## config.mk

```make
export PLATFORM = sky130hd
export DESIGN_NAME = book_feed_arbiter
export DESIGN_NICKNAME = d
export VERILOG_FILES = /design/src/rtl/book_feed_arbiter_pkg.sv /design/src/rtl/book_feed_arbiter_rr.sv /design/src/rtl/book_feed_arbiter.sv
export SDC_FILE = /design/constraint.sdc
export NUM_CORES = 1
export LEC_CHECK = 0
export BUFFER_PORTS_ARGS = -buffer_cell sky130_fd_sc_hd__clkbuf_2
export CORE_AREA = 2 2 181 183
export DETAILED_ROUTE_END_ITERATION = 12
export DIE_AREA = 0 0 183 185
export SETUP_SLACK_MARGIN = 0.5
export SLEW_MARGIN = 20
export SYNTH_ARGS = -nofsm -noshare
export SYNTH_HDL_FRONTEND = slang
export SYNTH_SLANG_ARGS = --single-unit
```

## constraint.sdc

```tcl
create_clock -name clk -period 7.99 [get_ports clk]
set_input_delay 0.799 -clock clk [delete_from_list [all_inputs] [get_ports clk]]
set_output_delay 0.799 -clock clk [all_outputs]
set_load 0.005 [all_outputs]
```

## src/rtl/book_feed_arbiter_pkg.sv

```systemverilog
`default_nettype none
// ============================================================================
// book_pkg - shared widths, side encoding and update payload for the feed merge
// Revision: 1.0
// ============================================================================
package book_pkg;

    localparam int BOOK_PRICE_W = 32;
    localparam int BOOK_SIZE_W  = 32;

    localparam logic SIDE_BID = 1'b0;
    localparam logic SIDE_ASK = 1'b1;

    typedef struct packed {
        logic [BOOK_PRICE_W-1:0] price;
        logic [BOOK_SIZE_W-1:0]  size;
        logic                    side;
    } book_update_t;

endpackage : book_pkg
`default_nettype wire

```

## src/rtl/book_feed_arbiter_rr.sv

```systemverilog
`default_nettype none
// ============================================================================
// rr_arbiter - combinational round-robin pick starting at ptr_i; pointer is external
// Revision: 1.0
// ============================================================================
module rr_arbiter #(
    parameter int N     = 4,
    parameter int PTR_W = $clog2(N)
) (
    input  logic [N-1:0]     req_i,
    input  logic [PTR_W-1:0] ptr_i,
    input  logic             enable_i,
    output logic [N-1:0]     grant_o,
    output logic [PTR_W-1:0] grant_idx_o,
    output logic             any_o
);

    int               w_pos;
    logic [PTR_W-1:0] w_sel;

    // Scan offsets 0..N-1 from the pointer; the explicit subtract keeps the wrap
    // correct when N is not a power of two.
    always_comb begin
        grant_o     = '0;
        grant_idx_o = '0;
        any_o       = 1'b0;
        w_pos       = 0;
        w_sel       = '0;
        if (enable_i) begin
            for (int k = 0; k < N; k++) begin
                w_pos = int'(ptr_i) + k;
                if (w_pos >= N) begin
                    w_pos = w_pos - N;
                end
                w_sel = PTR_W'(w_pos);
                if (!any_o && req_i[w_sel]) begin
                    any_o          = 1'b1;
                    grant_o[w_sel] = 1'b1;
                    grant_idx_o    = w_sel;
                end
            end
        end
    end

endmodule : rr_arbiter
`default_nettype wire

```

## src/rtl/book_feed_arbiter.sv

```systemverilog
`default_nettype none
// ============================================================================
// book_feed_arbiter - merges feed-handler streams onto the top-of-book update port
// Revision: 1.0
// ============================================================================
module book_feed_arbiter
    import book_pkg::*;
#(
    parameter int NUM_REQ = 4,
    parameter int PRICE_W = BOOK_PRICE_W,
    parameter int SIZE_W  = BOOK_SIZE_W,
    parameter int CNT_W   = 16
) (
    input  logic                         clk,
    input  logic                         rst_n,
    input  logic [NUM_REQ-1:0]           req_valid,
    input  logic [NUM_REQ*PRICE_W-1:0]   req_price,
    input  logic [NUM_REQ*SIZE_W-1:0]    req_size,
    input  logic [NUM_REQ-1:0]           req_side,
    output logic [NUM_REQ-1:0]           req_ready,
    input  logic                         halt,
    output logic                         book_valid,
    output logic [PRICE_W-1:0]           book_price,
    output logic [SIZE_W-1:0]            book_size,
    output logic                         book_side,
    output logic [$clog2(NUM_REQ)-1:0]   book_src,
    output logic [NUM_REQ*CNT_W-1:0]     grant_cnt,
    output logic [NUM_REQ*CNT_W-1:0]     drop_cnt
);

    localparam int SRC_W = $clog2(NUM_REQ);

    logic [NUM_REQ-1:0] w_grant;
    logic [SRC_W-1:0]   w_idx;
    logic               w_any;
    logic               w_enable;
    logic               w_nonzero;
    logic               w_fwd;
    logic               w_drop;
    book_update_t       w_sel;

    logic [SRC_W-1:0]   rr_ptr_q, rr_ptr_d;
    logic               book_valid_q, book_valid_d;
    book_update_t       payload_q, payload_d;
    logic [SRC_W-1:0]   src_q, src_d;

    // Grants are withheld during reset as well as on the kill switch.
    assign w_enable = ~halt & rst_n;

    rr_arbiter #(
        .N     (NUM_REQ),
        .PTR_W (SRC_W)
    ) u_rr (
        .req_i       (req_valid),
        .ptr_i       (rr_ptr_q),
        .enable_i    (w_enable),
        .grant_o     (w_grant),
        .grant_idx_o (w_idx),
        .any_o       (w_any)
    );

    assign req_ready = w_grant;

    always_comb begin
        w_sel       = '0;
        w_sel.price = BOOK_PRICE_W'(req_price[w_idx*PRICE_W +: PRICE_W]);
        w_sel.size  = BOOK_SIZE_W'(req_size[w_idx*SIZE_W +: SIZE_W]);
        w_sel.side  = req_side[w_idx];
    end

    assign w_nonzero = (w_sel.size != '0);
    assign w_fwd     = w_any & w_nonzero;
    assign w_drop    = w_any & ~w_nonzero;

    always_comb begin
        rr_ptr_d     = rr_ptr_q;
        book_valid_d = w_fwd;
        payload_d    = payload_q;
        src_d        = src_q;
        if (w_any) begin
            rr_ptr_d = (w_idx == SRC_W'(NUM_REQ - 1)) ? '0 : w_idx + 1'b1;
        end
        if (w_fwd) begin
            payload_d = w_sel;
            src_d     = w_idx;
        end
    end

    always_ff @(posedge clk or negedge rst_n) begin
        if (!rst_n) begin
            rr_ptr_q       <= '0;
            book_valid_q   <= 1'b0;
            payload_q      <= '0;
            payload_q.side <= SIDE_BID;
            src_q          <= '0;
        end else begin
            rr_ptr_q     <= rr_ptr_d;
            book_valid_q <= book_valid_d;
            payload_q    <= payload_d;
            src_q        <= src_d;
        end
    end

    assign book_valid = book_valid_q;
    assign book_price = PRICE_W'(payload_q.price);
    assign book_size  = SIZE_W'(payload_q.size);
    assign book_side  = payload_q.side;
    assign book_src   = src_q;

    // Saturating per-source statistics; they only move on an accepted transfer.
    generate
        for (genvar gi = 0; gi < NUM_REQ; gi++) begin : g_cnt
            logic [CNT_W-1:0] grant_cnt_q, grant_cnt_d;
            logic [CNT_W-1:0] drop_cnt_q, drop_cnt_d;

            always_comb begin
                grant_cnt_d = grant_cnt_q;
                drop_cnt_d  = drop_cnt_q;
                if (w_grant[gi] && w_fwd && !(&grant_cnt_q)) begin
                    grant_cnt_d = grant_cnt_q + 1'b1;
                end
                if (w_grant[gi] && w_drop && !(&drop_cnt_q)) begin
                    drop_cnt_d = drop_cnt_q + 1'b1;
                end
            end

            always_ff @(posedge clk or negedge rst_n) begin
                if (!rst_n) begin
                    grant_cnt_q <= '0;
                    drop_cnt_q  <= '0;
                end else begin
                    grant_cnt_q <= grant_cnt_d;
                    drop_cnt_q  <= drop_cnt_d;
                end
            end

            assign grant_cnt[gi*CNT_W +: CNT_W] = grant_cnt_q;
            assign drop_cnt[gi*CNT_W +: CNT_W]  = drop_cnt_q;
        end
    endgenerate

endmodule : book_feed_arbiter
`default_nettype wire

```

## Yosys cells after proc, flatten, opt, wreduce, memory -nomap -nowiden

Index checks and enable logic that the tools add are counted.

| storage, ports and cells | value |
|---|---|
| logic and storage cells | 145 |
| memory bits (writable) | 0 |
| register bits after elaboration | 198 |
| latch bits | 0 |
| output and inout port bits | 200 |
| memories kept | 0 |
| bits in read-only memories | 0 |

| cells by class | value |
|---|---|
| div/mod/pow operators | 0 |
| add/subtract/negate cells | 16 |
| reduce and logical (&&, ||, !) cells | 43 |
| $mul | 0 |
| eq/ne operators | 1 |
| bitwise logic cells | 8 |
| order comparisons | 13 |
| muxes and demuxes | 48 |
| shifts and indexed selects | 2 |

Operator list:

| cell | count |
|---|---|
| $shiftx 128x8->32 | 2 |
| $add 16x1->16 const B | 8 |
| $reduce_and 16->1 | 8 |
| $mux 4 | 8 |
| $reduce_bool 32->1 | 1 |
| $mux 2 | 14 |
| $logic_and 1x1->1 | 23 |
| $mux 1 | 17 |
| $lt 2x3->1 const B | 5 |
| $or 4x4->4 | 3 |
| $logic_not 1->1 | 11 |
| $bmux 1 s2 | 5 |
| $ge 3x3->1 const B | 3 |
| $demux 1 s2 | 4 |
| $ge 2x1->1 const B | 4 |
| $sub 2x1->2 const B | 4 |
| $add 2x2->3 const B | 2 |
| $add 2x1->3 const B | 1 |
| $and 1x1->1 | 3 |
| $ge 2x3->1 const B | 1 |
| $add 2x1->2 const B | 1 |
| $eq 2x2->1 const B | 1 |
| $not 1->1 | 2 |

## Depth between registers and ports, before layout

Gate-level depths: netlist of run 1.

| depth | value |
|---|---|
| depth after elaboration | 25 |
| mapped depth | 19 |

## By module

From an unflattened synthesis of run 1, not the netlist that was laid out.

| second synthesis, totals | value |
|---|---|
| cells, all modules | 884 |
| area, all modules | 10,955.5 um2 |

By module, submodules not included:

| module | area an instance (um2) | instances | cells each |
|---|---|---|---|
| book_feed_arbiter | 10,420.0 | 1 | 826 |
| rr_arbiter | 535.5 | 1 | 58 |

## Least setup slack after synthesis of run 1

No wires, ideal clock.

| timing path | value |
|---|---|
| kind | reg2reg |
| start | register rr_ptr_q[0] |
| end | register payload_q, in the netlist book_size[18] |
| path buffers | 5 |
| stages on the path, launching flop included | 17 |
| required time | 7.865 ns |
| arrival time | 4.242 ns |
| path slack | 3.623 ns |
| cell sequence | dfrtp_1 -> buf_2 -> inv_1 -> ha_1 -> mux4_2 -> nor4b_4 -> a31oi_2 -> nor2_2 -> buf_4 -> mux4_2 -> a211oi_1 -> nand4_2 -> o21ai_1 -> buf_4 -> buf_6 -> buf_4 -> mux2_2 |

| between the ends | value |
|---|---|
| longest elaborated chain between the ends | 22 |
| elaborated cells on any way between the ends | 49 |
| classes of those cells | 7 x add/sub; 4 x order compare; 1 x shift; 29 x mux; 1 x bitwise; 7 x reduce/logical |

Ends and longest elaborated chain:

| item | line | text |
|---|---|---|
| start: declaration | book_feed_arbiter.sv:42 | `logic [SRC_W-1:0] rr_ptr_q, rr_ptr_d;` |
| start signal: assignment | book_feed_arbiter.sv:97 | `rr_ptr_q <= rr_ptr_d;` |
| $ge 2x3->1 / $sub 2x1->2 (equally long branches) | book_feed_arbiter_rr.sv:32, book_feed_arbiter_rr.sv:33 |  |
| $mux 2 | book_feed_arbiter_rr.sv:32 | `if (w_pos >= N) begin` |
| $mux 2 | book_feed_arbiter_rr.sv:29 | `if (enable_i) begin` |
| $bmux 1 s2 | book_feed_arbiter_rr.sv:36 | `if (!any_o && req_i[w_sel]) begin` |
| $mux 1 (implied by the code) | book_feed_arbiter_rr.sv:36 |  |
| $mux 1 | book_feed_arbiter_rr.sv:36 |  |
| $mux 1 | book_feed_arbiter_rr.sv:29 |  |
| $logic_not 1->1 | book_feed_arbiter_rr.sv:36 |  |
| (+6 left out) | -- |  |
| $mux 1 | book_feed_arbiter_rr.sv:29 |  |
| $logic_not 1->1 | book_feed_arbiter_rr.sv:36 |  |
| $logic_and 1x1->1 | book_feed_arbiter_rr.sv:36 |  |
| $mux 2 | book_feed_arbiter_rr.sv:36 |  |
| $mux 2 | book_feed_arbiter_rr.sv:29 |  |
| $shiftx 128x8->32 | book_feed_arbiter.sv:67 | `w_sel.size = BOOK_SIZE_W'(req_size[w_idx*SIZE_W +: SIZE_W]);` |
| $reduce_bool 32->1 | book_feed_arbiter.sv:71 | `assign w_nonzero = (w_sel.size != '0);` |
| $and 1x1->1 | book_feed_arbiter.sv:72 | `assign w_fwd = w_any & w_nonzero;` |
| end signal: assignment | book_feed_arbiter.sv:99 | `payload_q <= payload_d;` |
| end: declaration | book_feed_arbiter.sv:44 | `book_update_t payload_q, payload_d;` |

Parallel ways exist; a longest one is shown, timed or not. The select of a mux whose other input is x is not followed.
A chain may end at the register's enable or synchronous reset.

## Worst setup path in the final report of run 1

Ends and elaborated chain as after synthesis.

==> impl_metrics.tcl, run 1 <==
set metrics [dict create \
    cp.required_ns 8.32 \
    reg2regPathDepth 13 \
    peakVddDrop_v 0.000195 \
    cts_setup_buffers 0 \
    clk_path_buf_depth 2 \
    dieArea_um2 33900 \
    p_int_mw 2.15 \
    die-width_um 183 \
    fin_crit_sh_pct 78.1 \
    wire_per_inst_um 19.4 \
    cp.arrival_ns 6.57 \
    period_minus_slack_ns 6.24 \
    critical_path.startpoint "rr_ptr_q[0]$_DFFE_PN0P_" \
    tns_ns 0 \
    synth_seq_cells 198 \
    cts_tree "done" \
    dp_hpwl_um 34100 \
    maxSlewViolCount 0 \
    mostFrequentLayoutCell "clkbuf_2" \
    setup.worst_path.start_class "flip-flop" \
    drtIter0Drc 880 \
    wl_met1_um 18600 \
    ctsHoldBuffers 0 \
    drv_cap 0 \
    min_path_type "in2async" \
    cts_buffers 17 \
    pwr_density_cell_nw_per_um2 239 \
    rows 66 \
    yosys_warnings 0 \
    worst_slew_pin_slew_ns 1.04 \
    synth_cells 1417 \
    grt_max_degree 114 \
    wl_met2_um 21400 \
    insertion_delay_ns 0.44 \
    routed_wl_um 43900 \
    relSlewSlack_pct 30.5 \
    p_comb_share_pct 38.3 \
    fmax_mhz 160 \
    cts_resized 0 \
    synth-edff-count 0 \
    setup_viol 0 \
    cellLeakagePower_nw 7.81 \
    globalplace.congestion 0.965 \
    die_h_um 185 \
    asyncSetResetFlopFracSynth_pct 100 \
    first_pass_iters 8 \
    finalPower_mw 3.60 \
    start_util_pct 36.9 \
    pwr-share-clk_pct 24.0 \
    synth_cell_types 74 \
    drc 0 \
    cp_max_fo 113 \
    first_global_vias 11541 \
    seq_area_frac_synth_pct 41.9 \
    fillers 3268 \
    vias_per_cell 5.33 \
    layout-drive-gt1-share_pct 30.7 \
    share_seq_of_total_power_pct 37.7 \
    core_area_um2 32000 \
    crit_path_end_kind "flip-flop" \
    clkSlewWorstSetupHoldPaths_ns 0.08 \
    crit_end "book_size[18]$_DFFE_PN0N_" \
    final_hold_viol_count 0 \
    ant_nets 0 \
    vias 12059 \
    grt_use_total_pct 25.8 \
    final_cell_mix "465 x clkbuf_2, 326 x nand2_1, 198 x dfrtp_1" \
    p_switching_mw 1.45 \
    nets 2122 \
    syn-cell-area_um2 11800 \
    area_delta_synth_final_pct 27.4 \
    cts_root_buf "clkbuf_16" \
    gr-total-overflow 0 \
    p_sw_share_pct 40.4 \
    h-tree-depth 4 \
    top_layer_used "met4" \
    wl_met3_um 2660 \
    path_class "reg2reg" \
    synth.avg_cell_area_um2 8.35 \
    ios 467 \
    finClkSkew_ns 0.00668 \
    fin_hold_ws_ns 0.340 \
    grt_first_pass_wirelength_um 67600 \
    r2r-start "rr_ptr_q[0]$_DFFE_PN0P_" \
    r2r_end "book_size[18]$_DFFE_PN0N_" \
    cts.sinks 198 \
    synthFlopType "dfrtp_1" \
    antenna_found_initial 4 \
    rsz0062_at_grt "false" \
    ff2ff_setup_slack_ns 1.75 \
    place.port_buffers 466 \
    status "complete, no violations" \
    final_util_pct 47.0 \
    syn-num-nets 1700 \
]
[critical path, cell delays in order, from the launching register on]
cell,delay (ns)
dfrtp_1,0.75
inv_1,0.22
ha_1,0.43
mux4_2,0.45
or3_4,0.47
o21a_1,0.28
nand2_2,0.44
buf_4,0.62
a211oi_1,0.11
a211oi_1,0.49
nand4_2,0.37
o21ai_4,0.24
buf_4,0.76
mux2_2,0.42
[synthesized netlist by cell type (5+ instances only)]
library cell	count	share of area (%)
xor2_1	46	3.4
nand2_1	328	10
and2_1	6	0.32
dfrtp_1	198	42
o21ai_0	82	3.5
o31ai_1	5	0.32
mux2i_1	5	0.42
a211oi_1	13	0.82
a22oi_1	8	0.51
buf_1	9	0.29
nand4_1	30	1.6
o21ai_1	14	0.59
buf_4	9	0.57
nand3_1	155	6.6
and3_1	48	2.5
or3_1	6	0.32
inv_1	15	0.48
or4_1	7	0.44
buf_2	15	0.63
nor3_1	34	1.4
nor2_1	107	3.4
clkbuf_1	46	1.5
xnor2_1	65	4.8
nor4_1	28	1.5
and4_1	6	0.44
mux2_2	21	2.0
ha_1	16	1.7
a21oi_1	14	0.59
mux4_2	7	1.3
[kinds of logic (layout without fill, tap and decap cells)]
kind of cell | count (synthesis) | after routing | synth area share (%)
fa+ha+maj | 16 | 16 | 1.69
buf+inv | 95 | 530 | 3.52
xor+xnor | 111 | 111 | 8.22
mux | 34 | 34 | 3.85
simple gates | 782 | 782 | 31.0
compound gates | 181 | 181 | 9.81
other cells | 0 | 4 | 0
flops | 198 | 198 | 41.9
[state kept, by name, summed over array words and instances (netlist names)]
name	flops
book_price	32
book_side	1
book_size	32
g_cnt.drop_cnt_q	64
book_valid	1
g_cnt.grant_cnt_q	64
book_src	2
rr_ptr_q	2
[layer usage]
metal,vias up,GRT usage [%]
li1,5801,-
met1,5724,33.0
met2,466,43.8
met3,68,4.60
met4,0,9.22
met5,-,0
[worst min-delay path by stage]
| stage | startpoint | to | slack, ns |
|---|---|---|---|
| floorplan | book_size[10]$_DFFE_PN0N_ | book_size[10]$_DFFE_PN0N_ | 0.47 |
| global placement | book_price[6]$_DFFE_PN0N_ | book_price[6]$_DFFE_PN0N_ | 0.46 |
| detailed placement | book_price[14]$_DFFE_PN0N_ | book_price[14]$_DFFE_PN0N_ | 0.47 |
| CTS | rst_n | g_cnt[2].grant_cnt_q[13]$_DFFE_PN0P_ | 0.37 |
| global route | rst_n | g_cnt[2].grant_cnt_q[13]$_DFFE_PN0P_ | 0.40 |
| finish | rst_n | g_cnt[2].grant_cnt_q[13]$_DFFE_PN0P_ | 0.34 |
[layout make-up]
cell class                      count  area, um2  share of cell area (%)
Tap cell                          408        510                    3.39
Multi-Input combinational cell   1124       6490                    43.1
Timing Repair Buffer              483       2470                    16.4
Sequential cell                   198       4950                    32.9
Antenna cell                        4       10.0                  0.0664
Inverter                           15       56.3                   0.374
Clock inverter                     15        153                    1.01
Clock buffer                       17        425                    2.82
[metrics by stage]
stage / setup WS, ns / cells / instance area [um2]
floorplan: 3.62 / 1417 / 11800
global placement: 2.00 / 2228 / 14500
detailed placement: 1.85 / 2228 / 14500
CTS: 1.75 / 2260 / 15100
global route: 1.23 / 2264 / 15100
finish: 1.75 / 2264 / 15100
[power groups by stage]
stage | Sequential [mW] | Combinational (mW) | Clock [mW]
floorplan | 1.35 | 0.793 | 0
global placement | 1.37 | 1.38 | 0
detailed placement | 1.37 | 1.38 | 0
CTS | 1.36 | 1.38 | 0.888
global route | 1.38 | 1.53 | 0.927
finish | 1.36 | 1.38 | 0.863
No activity file was read; power rests on OpenSTA's default activity.
==> inputs of run 2 (changes only) <==
--- a/config.mk
+++ b/config.mk
@@ -9,6 +9,7 @@
 export CORE_AREA = 2 2 181 183
 export DETAILED_ROUTE_END_ITERATION = 12
 export DIE_AREA = 0 0 183 185
+export PLACE_DENSITY = 0.66
 export SETUP_SLACK_MARGIN = 0.5
 export SLEW_MARGIN = 20
 export SYNTH_ARGS = -nofsm -noshare
==> constraint.sdc (replaced) <==
create_clock -name clk -period 5.15 [get_ports clk]
set_input_delay 0.515 -clock clk [delete_from_list [all_inputs] [get_ports clk]]
set_output_delay 0.515 -clock clk [all_outputs]
set_load 0.005 [all_outputs]
==> impl_metrics.tcl, run 2 (synthesis results as in run 1) <==
set metrics [dict create \
    drv_cap 0 \
    cpMaxStageDelayCell "or4_1" \
    setup.worst_path.start_class "flip-flop" \
    layout-drive-gt1-share_pct 32.3 \
    crit_top_cell "buf_4" \
    grt_first_pass_wirelength_um 70300 \
    reg.largest.list "g_cnt.drop_cnt_q: 64 flops, g_cnt.grant_cnt_q: 64 flops" \
    critPathBufInv 6 \
    place.port_buffers 466 \
    rsz0062_at_grt "false" \
    cellLeakagePower_nw 8.05 \
    vias 12413 \
    reg2regPathDepth 16 \
    min_path_type "in2async" \
    rows 66 \
    path_cells "inv_1 -> ha_2 -> mux4_2 -> buf_4 -> o21ai_2 -> buf_4 -> nand2_4 -> o311ai_1 -> o32ai_2 -> buf_4 -> nand4_4 -> o21ai_4 -> buf_4 -> bufbuf_16 -> or4_1 -> mux2_2" \
    cp.arrival_ns 4.84 \
    share_seq_of_total_power_pct 35.7 \
    wire_per_inst_um 20.3 \
    cts_buffers 17 \
    start_util_pct 36.9 \
    final_hold_viol_count 0 \
    vias_per_cell 5.40 \
    p_int_mw 3.45 \
    first_pass_iters 5 \
    antenna_found_initial 4 \
    first_global_vias 12037 \
    drc 0 \
    ctsHoldBuffers 0 \
    ant_nets 0 \
    pwr-share-clk_pct 23.7 \
    die-width_um 183 \
    grt_use_total_pct 27.1 \
    final_cell_mix "465 x clkbuf_2, 326 x nand2_1, 197 x dfrtp_1" \
    relSlewSlack_pct 35.3 \
    cts.sinks 198 \
    insertion_delay_ns 0.44 \
    seqCellArea_um2 4960 \
    crit_cells 16 \
    grt_max_degree 78 \
    setup_viol 0 \
    max_stage_delay_ns 0.48 \
    fillers 3203 \
    tns_ns 0 \
    area_delta_synth_final_pct 31.2 \
    cp.required_ns 5.47 \
    drtIter0Drc 785 \
    dieArea_um2 33900 \
    core_area_um2 32000 \
    globalplace.congestion 1.04 \
    clk_path_buf_depth 2 \
    period_minus_slack_ns 4.52 \
    path_class "reg2reg" \
    fin_crit_sh_pct 87.8 \
    ios 467 \
    fmax_mhz 221 \
    p_switching_mw 2.38 \
    status "complete, no violations" \
    cp_max_fo 42 \
    h-tree-depth 4 \
    maxSlewViolCount 0 \
    die_h_um 185 \
    peakVddDrop_v 0.000265 \
    mostFrequentLayoutCell "clkbuf_2" \
    crit_family "buffers and inverters" \
    crit_path_end_kind "flip-flop" \
    cts_root_buf "clkbuf_16" \
    routed_wl_um 46500 \
    finClkSkew_ns 0.0120 \
    worst_slew_pin_slew_ns 0.967 \
    nets 2156 \
    gr-total-overflow 0 \
    pwr_density_cell_nw_per_um2 375 \
    p_sw_share_pct 40.8 \
    dp_hpwl_um 36100 \
    clkSlewWorstSetupHoldPaths_ns 0.09 \
    fin_hold_ws_ns 0.303 \
    cts_tree "done" \
    p_comb_share_pct 40.6 \
    multiInputGateArea_um2 6540 \
]
==> run 2: changes by cell type in the layout (fill, tap and decap cells not counted), sizes merged <==
| cell | before | now |
|---|---|---|
| buf | 17 | 49 |
| clkinv | 9 | 7 |
| inv | 18 | 20 |
| bufbuf | 0 | 1 |
| clkbuf | 483 | 484 |
| clkinvlp | 2 | 1 |
| diode | 4 | 3 |
| nor2 | 109 | 110 |
==> run 2: path summary, 6_finish.rpt <==
path	start	end	slack, ns
hold reg to reg	book_size[7]$_DFFE_PN0N_	book_size[7]$_DFFE_PN0N_	0.48
hold / removal	rst_n	book_size[6]$_DFFE_PN0N_	0.30
setup reg to reg	rr_ptr_q[0]$_DFFE_PN0P_	g_cnt[0].grant_cnt_q[14]$_DFFE_PN0P_	0.63
setup / recovery	rr_ptr_q[0]$_DFFE_PN0P_	g_cnt[0].grant_cnt_q[14]$_DFFE_PN0P_	0.63
max in group asynchronous	rst_n	rr_ptr_q[0]$_DFFE_PN0P_	3.44
min in group clk	req_price[125]	book_price[29]$_DFFE_PN0N_	0.41
==> run 2: power groups by stage <==
| stage | logic (mW) | registers, mW | clock network, mW |
|---|---|---|---|
| after floorplan | 1.23 | 2.09 | 0 |
| after detailed placement | 2.27 | 2.10 | 0 |
| after global routing | 2.61 | 2.12 | 1.47 |
| after CTS | 2.33 | 2.08 | 1.41 |
| after global placement | 2.24 | 2.09 | 0 |
| final | 2.36 | 2.08 | 1.38 |
==> run 2: metal layers <==
metal	global-route usage [%]	vias to the layer above	wire, um
met1	33.1	5962	18700
met2	45.3	477	22300
li1	-	5867	-
met5	0	-	13
met3	5.41	105	3110
met4	14.3	2	2400
==> run 2: repair_timing <==
action / in CTS / in global routing
resized for setup: 5 / 8
buffers inserted: 9 / 8
endpoints found under the setup margin: 74 / 96
gates cloned: 2 / 1
pin swaps: 3 / 4
==> run 2: layout make-up <==
class,instances,area share [%]
multi-input combinational,1125,42.2
sequential,198,31.9
timing repair buffer,516,18.4
tap,408,3.29
clock buffer,18,2.77
clock inverter,14,1.08
inverter,15,0.363
antenna,3,0.0484
==> run 2: per-stage QoR <==
| step | setup slack, ns | total power, mW | cells | util, % | cell area [um2] |
|---|---|---|---|---|---|
| after global routing | 0.484 | 6.20 | 2296 | 48.4 | 15500 |
| after floorplan | 0.783 | 3.32 | 1417 | - | 11800 |
| after global placement | 0.490 | 4.34 | 2241 | 45.6 | 14600 |
| after detailed placement | 0.271 | 4.37 | 2241 | 45.6 | 14600 |
| final | 0.630 | 5.83 | 2297 | 48.4 | 15500 |
| after CTS | 0.537 | 5.82 | 2284 | 48.0 | 15400 |
==> inputs of run 3 (changes only) <==
--- a/config.mk
+++ b/config.mk
@@ -5,7 +5,7 @@
 export SDC_FILE = /design/constraint.sdc
 export NUM_CORES = 1
 export LEC_CHECK = 0
-export BUFFER_PORTS_ARGS = -buffer_cell sky130_fd_sc_hd__clkbuf_2
+export BUFFER_PORTS_ARGS = -buffer_cell sky130_fd_sc_hd__buf_2
 export CORE_AREA = 2 2 181 183
 export DETAILED_ROUTE_END_ITERATION = 12
 export DIE_AREA = 0 0 183 185
==> impl_metrics.tcl, run 3 (synthesis results as in run 1) <==
set metrics [dict create \
    clkSlewWorstSetupHoldPaths_ns 0.08 \
    maxSlewViolCount 0 \
    tns_ns 0 \
    drv_cap 0 \
    first_global_vias 11707 \
    cp_max_fo 24 \
    cts.sinks 198 \
    rows 66 \
    routed_wl_um 44800 \
    crit_family "simple AND/OR/NAND/NOR gates" \
    crit_path_end_kind "flip-flop" \
    final_hold_viol_count 0 \
    critPathBufInv 4 \
    gr-total-overflow 0 \
    cts_root_buf "clkbuf_16" \
    peakVddDrop_v 0.000231 \
    min_path_type "in2async" \
    setup.worst_path.start_class "flip-flop" \
    start_util_pct 36.9 \
    finClkSkew_ns 0.0179 \
    globalplace.congestion 1.02 \
    h-tree-depth 4 \
    period_minus_slack_ns 4.44 \
    rsz0062_at_grt "false" \
    drc 0 \
    core_area_um2 32000 \
    ctsHoldBuffers 0 \
    wire_per_inst_um 19.5 \
    layout-drive-gt1-share_pct 32.2 \
    cp.required_ns 5.49 \
    finish.instance_area_um2 15500 \
    place_inst 2254 \
    final_cells 2298 \
    drtIter0Drc 930 \
    area_delta_synth_final_pct 30.8 \
    detailed_place.area_um2 14800 \
    die-width_um 183 \
    insertion_delay_ns 0.46 \
    vias 12385 \
    ios 467 \
    fin_crit_sh_pct 86.3 \
    finalPower_mw 5.77 \
    antenna_found_initial 2 \
    setup_viol 0 \
    max_stage_delay_ns 0.54 \
    final_cell_mix "465 x buf_2, 326 x nand2_1, 198 x dfrtp_1" \
    reg.largest.list "g_cnt.drop_cnt_q: 64 flops, g_cnt.grant_cnt_q: 64 flops" \
    relSlewSlack_pct 31.8 \
    first_pass_iters 5 \
    dieArea_um2 33900 \
    dp_hpwl_um 35200 \
    cts_buffers 17 \
    mostFrequentLayoutCell "buf_2" \
    status "complete, no violations" \
    grt_max_degree 94 \
    cp.arrival_ns 4.79 \
    final_util_pct 48.3 \
    path_class "reg2reg" \
    ant_nets 0 \
    pwr_density_cell_nw_per_um2 373 \
    die_h_um 185 \
    path_cells "inv_1 -> ha_1 -> mux4_2 -> or3_4 -> o21a_1 -> nand2_4 -> buf_6 -> mux2i_1 -> a221oi_2 -> nand4_4 -> o21ai_4 -> buf_12 -> buf_4 -> or4_1 -> xnor2_1" \
    vias_per_cell 5.39 \
    grt_first_pass_wirelength_um 68000 \
    worst_slew_pin_slew_ns 1.02 \
    cellLeakagePower_nw 8.11 \
    place.port_buffers 466 \
    clk_path_buf_depth 2 \
    nets 2158 \
    cts_tree "done" \
    grt_use_total_pct 26.1 \
    fmax_mhz 225 \
    cpMaxStageDelayCell "or4_1" \
]
-- run 3: final timing paths --
kind,to,cells after the start,start,slack (ns)
max,g_cnt[1].grant_cnt_q[11]$_DFFE_PN0P_,15,rr_ptr_q[1]$_DFFE_PN0P_,0.71
min,g_cnt[2].grant_cnt_q[15]$_DFFE_PN0P_,2,rst_n,0.29
max reg2reg,g_cnt[1].grant_cnt_q[11]$_DFFE_PN0P_,15,rr_ptr_q[1]$_DFFE_PN0P_,0.71
min reg2reg,book_price[20]$_DFFE_PN0N_,2,book_price[20]$_DFFE_PN0N_,0.48
max in group asynchronous,book_price[25]$_DFFE_PN0N_,3,rst_n,3.40
min in group clk,book_price[22]$_DFFE_PN0N_,5,req_price[22],0.42
-- run 3: routing by layer --
metal,vias to the layer above,track usage [%],wire (um)
li1,5877,-,-
met1,5936,33.0,18600
met2,491,44.0,21500
met3,81,5.07,3000
met4,0,10.6,1680
met5,-,0,0
-- run 3: layout make-up --
cell class,count,area (um2)
diodes,2,5.00
clock buffers,17,425
clock inverters,15,153
fillers,3159,16600
inverters,15,56.3
multi-input cells,1124,6530
flip-flops and latches,198,4950
well taps,408,510
repair buffers,519,2830
-- run 3: per-stage QoR --
step	worst slack (ns)	hold slack (ns)
after floorplan	0.783	0.219
after global placement	0.191	0.459
after detailed placement	0.163	0.467
after CTS	0.533	0.315
after global routing	0.502	0.342
final	0.706	0.290
-- run 3: power by group --
| part | switching, mW | total [mW] | internal (mW) |
|---|---|---|---|
| registers | 0.208 | 2.05 | 1.84 |
| clock network | 0.703 | 1.35 | 0.651 |
| logic | 1.46 | 2.36 | 0.904 |
-- run 3: repair_timing --
item | CTS | global route
setup buffers | 7 | 3
pin swaps | 4 | 1
gates resized for setup | 1 | 6
gates cloned | 0 | 0
endpoints found under the setup margin | 131 | 137
-- run 3: worst register-to-register path, cell delays in order (launching register included) --
cell and delay (ns):
dfrtp_1 0.35, inv_1 0.10, ha_1 0.40, mux4_2 0.43, or3_4 0.46, o21a_1 0.32, nand2_4 0.23, buf_6 0.25
mux2i_1 0.32, a221oi_2 0.14, nand4_4 0.20, o21ai_4 0.10, buf_12 0.17, buf_4 0.18, or4_1 0.55, xnor2_1 0.14
